===== src/rtl/axi4lite_arb2.sv =====
// Two-requester AXI4-Lite arbiter onto one shared slave. Read and write paths
// each run their own FSM with qos-first, round-robin-on-tie granting.
module axi4lite_arb2 #(
  parameter int ADDR_WIDTH = 32,
  parameter int DATA_WIDTH = 32,
  parameter int RESP_WIDTH = 1,
  parameter int STRB_WIDTH = (DATA_WIDTH + 7) / 8
) (
  input  logic                  clk_i,
  input  logic                  rst_i,

  input  logic [ADDR_WIDTH-1:0] m0_ar_addr,
  input  logic [3:0]            m0_ar_qos,
  input  logic                  m0_ar_valid,
  output logic                  m0_ar_ready,
  output logic [DATA_WIDTH-1:0] m0_r_data,
  output logic [RESP_WIDTH-1:0] m0_r_resp,
  output logic                  m0_r_valid,
  input  logic                  m0_r_ready,
  input  logic [ADDR_WIDTH-1:0] m0_aw_addr,
  input  logic [3:0]            m0_aw_qos,
  input  logic                  m0_aw_valid,
  output logic                  m0_aw_ready,
  input  logic [DATA_WIDTH-1:0] m0_w_data,
  input  logic [STRB_WIDTH-1:0] m0_w_strb,
  input  logic                  m0_w_valid,
  output logic                  m0_w_ready,
  output logic [RESP_WIDTH-1:0] m0_b_resp,
  output logic                  m0_b_valid,
  input  logic                  m0_b_ready,

  input  logic [ADDR_WIDTH-1:0] m1_ar_addr,
  input  logic [3:0]            m1_ar_qos,
  input  logic                  m1_ar_valid,
  output logic                  m1_ar_ready,
  output logic [DATA_WIDTH-1:0] m1_r_data,
  output logic [RESP_WIDTH-1:0] m1_r_resp,
  output logic                  m1_r_valid,
  input  logic                  m1_r_ready,
  input  logic [ADDR_WIDTH-1:0] m1_aw_addr,
  input  logic [3:0]            m1_aw_qos,
  input  logic                  m1_aw_valid,
  output logic                  m1_aw_ready,
  input  logic [DATA_WIDTH-1:0] m1_w_data,
  input  logic [STRB_WIDTH-1:0] m1_w_strb,
  input  logic                  m1_w_valid,
  output logic                  m1_w_ready,
  output logic [RESP_WIDTH-1:0] m1_b_resp,
  output logic                  m1_b_valid,
  input  logic                  m1_b_ready,

  output logic [ADDR_WIDTH-1:0] s_ar_addr,
  output logic                  s_ar_valid,
  input  logic                  s_ar_ready,
  input  logic [DATA_WIDTH-1:0] s_r_data,
  input  logic [RESP_WIDTH-1:0] s_r_resp,
  input  logic                  s_r_valid,
  output logic                  s_r_ready,
  output logic [ADDR_WIDTH-1:0] s_aw_addr,
  output logic                  s_aw_valid,
  input  logic                  s_aw_ready,
  output logic [DATA_WIDTH-1:0] s_w_data,
  output logic [STRB_WIDTH-1:0] s_w_strb,
  output logic                  s_w_valid,
  input  logic                  s_w_ready,
  input  logic [RESP_WIDTH-1:0] s_b_resp,
  input  logic                  s_b_valid,
  output logic                  s_b_ready
);

  typedef enum logic [1:0] {W_IDLE, W_XFER, W_RESP} wstate_t;
  typedef enum logic [1:0] {R_IDLE, R_ADDR, R_DATA} rstate_t;

  // Returns the winning index: higher qos wins, a tie goes to the requester
  // that was not granted last on this path.
  function automatic logic pick(input logic v0, input logic v1,
                                input logic [3:0] q0, input logic [3:0] q1,
                                input logic last);
    if (v0 && !v1) return 1'b0;
    if (v1 && !v0) return 1'b1;
    if (q0 > q1)   return 1'b0;
    if (q1 > q0)   return 1'b1;
    return ~last;
  endfunction

  wstate_t wstate;
  rstate_t rstate;
  logic    wgnt, wrr, aw_done, w_done;
  logic    rgnt, rrr;

  logic w_req, w_pick, r_req, r_pick;
  logic aw_hs, w_hs, b_hs, ar_hs, r_hs;
  logic w_xfer, w_resp, r_addr, r_data;

  assign w_req  = m0_aw_valid | m1_aw_valid;
  assign w_pick = pick(m0_aw_valid, m1_aw_valid, m0_aw_qos, m1_aw_qos, wrr);
  assign r_req  = m0_ar_valid | m1_ar_valid;
  assign r_pick = pick(m0_ar_valid, m1_ar_valid, m0_ar_qos, m1_ar_qos, rrr);

  assign aw_hs = s_aw_valid & s_aw_ready;
  assign w_hs  = s_w_valid & s_w_ready;
  assign b_hs  = s_b_valid & s_b_ready;
  assign ar_hs = s_ar_valid & s_ar_ready;
  assign r_hs  = s_r_valid & s_r_ready;

  // Reset forces every valid/ready low even before the state has been cleared.
  assign w_xfer = (wstate == W_XFER) && !rst_i;
  assign w_resp = (wstate == W_RESP) && !rst_i;
  assign r_addr = (rstate == R_ADDR) && !rst_i;
  assign r_data = (rstate == R_DATA) && !rst_i;

  always_ff @(posedge clk_i) begin
    if (rst_i) begin
      wstate  <= W_IDLE;
      wgnt    <= 1'b0;
      wrr     <= 1'b0;
      aw_done <= 1'b0;
      w_done  <= 1'b0;
    end else begin
      case (wstate)
        W_IDLE: begin
          if (w_req) begin
            wgnt    <= w_pick;
            wrr     <= w_pick;
            aw_done <= 1'b0;
            w_done  <= 1'b0;
            wstate  <= W_XFER;
          end
        end
        W_XFER: begin
          if (aw_hs) aw_done <= 1'b1;
          if (w_hs)  w_done  <= 1'b1;
          if ((aw_done || aw_hs) && (w_done || w_hs)) wstate <= W_RESP;
        end
        W_RESP: begin
          if (b_hs) begin
            aw_done <= 1'b0;
            w_done  <= 1'b0;
            wstate  <= W_IDLE;
          end
        end
        default: wstate <= W_IDLE;
      endcase
    end
  end

  always_ff @(posedge clk_i) begin
    if (rst_i) begin
      rstate <= R_IDLE;
      rgnt   <= 1'b0;
      rrr    <= 1'b0;
    end else begin
      case (rstate)
        R_IDLE: begin
          if (r_req) begin
            rgnt   <= r_pick;
            rrr    <= r_pick;
            rstate <= R_ADDR;
          end
        end
        R_ADDR:  if (ar_hs) rstate <= R_DATA;
        R_DATA:  if (r_hs)  rstate <= R_IDLE;
        default: rstate <= R_IDLE;
      endcase
    end
  end

  // Write path routing: request channels follow the grant, responses only reach the grantee.
  always_comb begin
    s_aw_addr   = wgnt ? m1_aw_addr : m0_aw_addr;
    s_aw_valid  = w_xfer && !aw_done && (wgnt ? m1_aw_valid : m0_aw_valid);
    s_w_data    = wgnt ? m1_w_data : m0_w_data;
    s_w_strb    = wgnt ? m1_w_strb : m0_w_strb;
    s_w_valid   = w_xfer && !w_done && (wgnt ? m1_w_valid : m0_w_valid);
    m0_aw_ready = w_xfer && !aw_done && !wgnt && s_aw_ready;
    m1_aw_ready = w_xfer && !aw_done &&  wgnt && s_aw_ready;
    m0_w_ready  = w_xfer && !w_done && !wgnt && s_w_ready;
    m1_w_ready  = w_xfer && !w_done &&  wgnt && s_w_ready;
    s_b_ready   = w_resp && (wgnt ? m1_b_ready : m0_b_ready);
    m0_b_valid  = w_resp && !wgnt && s_b_valid;
    m1_b_valid  = w_resp &&  wgnt && s_b_valid;
    m0_b_resp   = wgnt ? '0 : s_b_resp;
    m1_b_resp   = wgnt ? s_b_resp : '0;
  end

  // Read path routing mirrors the write path.
  always_comb begin
    s_ar_addr   = rgnt ? m1_ar_addr : m0_ar_addr;
    s_ar_valid  = r_addr && (rgnt ? m1_ar_valid : m0_ar_valid);
    m0_ar_ready = r_addr && !rgnt && s_ar_ready;
    m1_ar_ready = r_addr &&  rgnt && s_ar_ready;
    s_r_ready   = r_data && (rgnt ? m1_r_ready : m0_r_ready);
    m0_r_valid  = r_data && !rgnt && s_r_valid;
    m1_r_valid  = r_data &&  rgnt && s_r_valid;
    m0_r_data   = rgnt ? '0 : s_r_data;
    m1_r_data   = rgnt ? s_r_data : '0;
    m0_r_resp   = rgnt ? '0 : s_r_resp;
    m1_r_resp   = rgnt ? s_r_resp : '0;
  end

endmodule


===== config.mk =====
export PLATFORM = sky130hd
export DESIGN_NAME = axi4lite_arb2
export DESIGN_NICKNAME = d
export VERILOG_FILES = /design/src/rtl/axi4lite_arb2.sv
export SDC_FILE = /design/constraint.sdc
export NUM_CORES = 1
export LEC_CHECK = 0
export ABC_AREA = 1
export BUFFER_PORTS_ARGS = -buffer_cell sky130_fd_sc_hd__buf_2
export CORE_AREA = 4 4 172 174
export CTS_CLUSTER_DIAMETER = 30
export DETAILED_ROUTE_END_ITERATION = 7
export DIE_AREA = 0 0 176 178
export SKIP_CTS_REPAIR_TIMING = 1
export SYNTH_ARGS = -nofsm -noshare
export SYNTH_HDL_FRONTEND = slang
export SYNTH_SLANG_ARGS = --single-unit

===== constraint.sdc =====
create_clock -name clk_i -period 2.97 [get_ports clk_i]
set_clock_uncertainty 0.05 [all_clocks]
set_input_delay 0.891 -clock clk_i [delete_from_list [all_inputs] [get_ports clk_i]]
set_output_delay 0.891 -clock clk_i [all_outputs]
set_load 0.01 [all_outputs]

## Word level (Yosys, flattened, before mapping)

Cells that the tools add are included.

| storage, ports and cells | value |
|---|---|
| output and inout port bits | 183 |
| bits of input ports | 267 |
| logic and storage cells | 152 |
| bits in registers | 8 |

| cells by class | value |
|---|---|
| reduce and logical (&&, ||, !) cells | 56 |
| equality and inequality tests | 12 |
| magnitude comparators | 4 |
| bitwise operators | 9 |
| muxes and demuxes | 65 |

Operators with widths:

| cell | count |
|---|---|
| 2-to-1 mux 32 bit | 5 |
| 2-to-1 mux 1 bit | 49 |
| logical AND 1 bit | 36 |
| greater-than comparator 4 bit | 4 |
| inequality test 2 bit, second input constant | 7 |
| 2-to-1 mux 2 bit | 6 |
| case mux 2 bit (3 select lines) | 2 |
| zero test 1 bit | 9 |
| AND reduction 4 bit | 2 |
| case mux 1 bit (3 select lines) | 2 |
| AND reduction 3 bit | 2 |
| bitwise AND 1 bit | 5 |
| == test 2 x 1 -> 1 bit, second input constant | 2 |
| == test 2 bit, second input constant | 2 |
| zero test 2 bit | 2 |
| 2-to-1 mux 4 bit | 1 |
| AND reduction 2 bit | 2 |
| nonzero test 3 bit | 1 |
| logical OR 1 bit | 2 |
| inequality test 2 x 1 -> 1 bit, second input constant | 1 |
| NOT 1 bit | 2 |
| OR 1 bit | 2 |

## Depth between registers and ports, before layout

| logic depth | value |
|---|---|
| word-level depth | 13 |
| gate-level depth with buffers | 10 |
| depth with buffers taken out | 9 |

## Least setup slack after synthesis

No wires, ideal clock.

| timing | value |
|---|---|
| path type | input to output |
| start | in rst_i |
| end | out m0_aw_ready |
| stages on the path | 6 |
| required time | 2.029 ns |
| slack | 0.522 ns |
| arrival time | 1.507 ns |
| cell sequence | buf_6 -> inv_4 -> nand3_1 -> nor2_1 -> inv_1 -> nor2_1 |

| between the ends | value |
|---|---|
| word-level cells in the longest chain between the ends | 5 |

Ends and longest elaborated chain:

| what | RTL line | source |
|---|---|---|
| start, declared | 10 | `input logic rst_i,` |
| zero test 1 bit | 107 | `assign w_xfer = (wstate == W_XFER) && !rst_i;` |
| logical AND 1 bit | 107 |  |
| logical AND 1 bit (3 in series) | 175 | `m0_aw_ready = w_xfer && !aw_done && !wgnt && s_aw_ready;` |
| end, declared | 23 | `output logic m0_aw_ready,` |

No other way between the ends.

## Worst setup path after layout

Ends and elaborated chain as after synthesis.

==> impl_metrics.tcl <==
set metrics [dict create \
    yosysMostFrequentCell "nand2_1" \
    antenna_found_initial 2 \
    slew_viol_final 0 \
    dp.cells 1405 \
    ys_seq_area_frac 0.0608 \
    vias_per_cell 3.56 \
    ys.flop_type "dfxtp_1" \
    switching_power_mw 1.22 \
    rsz0062_at_grt "no" \
    ir_worst_vdd_mv 0.233 \
    yosysUniqueCellTypes 30 \
    cts_buffers 3 \
    end_kind "primary output" \
    dr.first_iter.drc_count 283 \
    nets 1307 \
    power_frac_comb 0.806 \
    synth_area_per_cell_sq_um 4.36 \
    fmax_ghz 0.358 \
    final_hold_viol_count 0 \
    gp_congestion 0.781 \
    grt_max_degree 105 \
    die_h_microns 178 \
    cp-start-kind "input pin" \
    synth_fp_nets 880 \
    p_leak_nw 3.82 \
    crit_chain "buf_2, inv_4, nand3_1, nor2_1, inv_1, nor2_1, buf_2" \
    hpwl_mm 19.7 \
    cts_sinks 8 \
    htreeDepth 1 \
    post-route-util 0.193 \
    p_int_mw 0.964 \
    synthTopCellsByCount "nand2_1, inv_1, nor2_1, clkbuf_1, a21oi_1" \
    portBuffers 449 \
    period_minus_slack_ns 2.79 \
    grt_pass1_vias 4623 \
    die_x_microns 176 \
    p_per_area_nw_per_um2 408 \
    start_util 0.0948 \
    yosysTopAreaCellShare 0.511 \
    crit_required_ns 2.03 \
    fin_ws_ns 0.179 \
    postRouteAntennaNets 0 \
    critical_path.max_stage_delay_ns 0.18 \
    synth_area_sq_um 2640 \
    swShare 0.559 \
    syn_inst 605 \
    drc 0 \
    worst_pin_slew_ns 0.491 \
    crit_fanout 6 \
    vias 5029 \
    post-place-ws_ns 0.204 \
    ctsRootBufferMaster "clkbuf_16" \
    finalCritPeriodShare 0.940 \
    wirelength_mm 21.2 \
    firstDrtPassIters 4 \
    worstPathArrival_ns 1.85 \
    min-delay-path-class "reg2reg" \
    cts_buffer_depth 2 \
    whs_ns 0.429 \
    synth.area.top_cells "nand2_1, inv_1, nor2_1, dfxtp_1, ha_1" \
    clk_latency_ns 0.23 \
    outcome "finished, final reports clean" \
    finalSetupViolations 0 \
    yosysTopAreaCell "nand2_1" \
    cts_tree "built" \
    grt_usage 0.119 \
    clk_pin_slew_ns 0.04 \
    dieArea_sq_um 31300 \
    drive_gt1_frac 0.465 \
    synth_async_sr_flop_share 0 \
    synth_edf_count 0 \
    ys_seq_elements 8 \
    synth_warnings 0 \
    layout-area-overhead-vs-synth_pct 104 \
    cap_violations 0 \
    overflow 0 \
    io-pin-count 450 \
    path_class "in2out" \
    fin_setup_tns_ns 0 \
    fillers 3321 \
    core.rowCount 61 \
    clkPwrFrac 0.106 \
    finalNonFillerCells 1411 \
    grt_pass1_wl_mm 28.1 \
    seqPwrFrac 0.088 \
    cp_slowest_cell "buf_2" \
    detail_route.wl_per_cell_microns 15.0 \
    core_area_sq_um 27800 \
    relSlewSlack 0.672 \
]
## power by group through the flow
| stage | logic (mW) | clock network (mW) | registers (mW) |
|---|---|---|---|
| after floorplan | 0.949 | 0 | 0.165 |
| after global placement | 1.79 | 0 | 0.195 |
| after detailed placement | 1.80 | 0 | 0.193 |
| after CTS | 1.81 | 0.238 | 0.193 |
| after global routing | 1.95 | 0.247 | 0.201 |
| final | 1.76 | 0.232 | 0.193 |
## critical path: cells and delay by family
family	cells	cell delay, ns
buffers and inverters	4	0.57
AND/OR/NAND/NOR	3	0.39
## registers in the layout, summed over array words and instances (netlist names)
name     cells
aw_done      1
rrr          1
rstate       2
w_done       1
wrr          1
wstate       2
## final timing paths
check / start / cells after the start / slack, ns / to
hold / removal: aw_done / 2 / 0.43 / aw_done
hold reg to reg: aw_done / 2 / 0.43 / aw_done
setup / recovery: rst_i / 7 / 0.18 / m0_aw_ready
setup reg to reg: wrr / 8 / 1.45 / w_done
## stage by stage
stage	power (mW)	cell area, sq um
final	2.19	5360
after global routing	2.40	5360
after CTS	2.24	5360
after detailed placement	2.00	5280
after global placement	1.98	5280
after floorplan	1.11	2640
## layout by cell type (no fill, tap or decap)
cell type  count
buf_2        449
clkbuf_1       1
nor3_1         5
a21oi_1       10
dfxtp_2        1
a31oi_2        1
buf_12         2
mux2i_1        1
diode_2        2
dfxtp_1        6
nand3_1        7
inv_1         92
o311ai_1       1
nand2_2        1
or2_1          2
o21ai_0        4
nor2_1        50
dfxtp_4        1
clkbuf_16      3
nor2_4         1
nor2_2         5
nor4_1         2
nand3_2        2
o21ai_1        3
nand2_1      359
inv_2          4
a21oi_4        1
buf_4          4
inv_4          1
ha_1           8
a21oi_2        1
nor3_2         2
nand4_1        1
## layer usage
layer / routed length [microns] / vias to the layer above / track usage
met5: 0 / - / 0
met4: 258 / 0 / 0.0218
met3: 1790 / 8 / 0.0201
met2: 10300 / 302 / 0.213
met1: 8850 / 2122 / 0.152
li1: - / 2597 / -
## cell families after synthesis
logic type / Yosys count / share of synthesized area
compound gates: 21 / 0.0499
flops: 8 / 0.0608
buf+inv: 130 / 0.197
fa+ha+maj: 8 / 0.0380
simple gates: 437 / 0.651
mux: 1 / 0.00380
## final cells by class
cell class	instances	area [sq um]	area share
Timing Repair Buffer	455	2320	0.432
Tap cell	378	473	0.0882
Inverter	97	367	0.0684
Sequential cell	8	165	0.0308
Antenna cell	2	5.00	0.000933
Clock buffer	4	78.8	0.0147
Multi-Input combinational cell	467	1960	0.365
(Power assumes the default switching activity.)
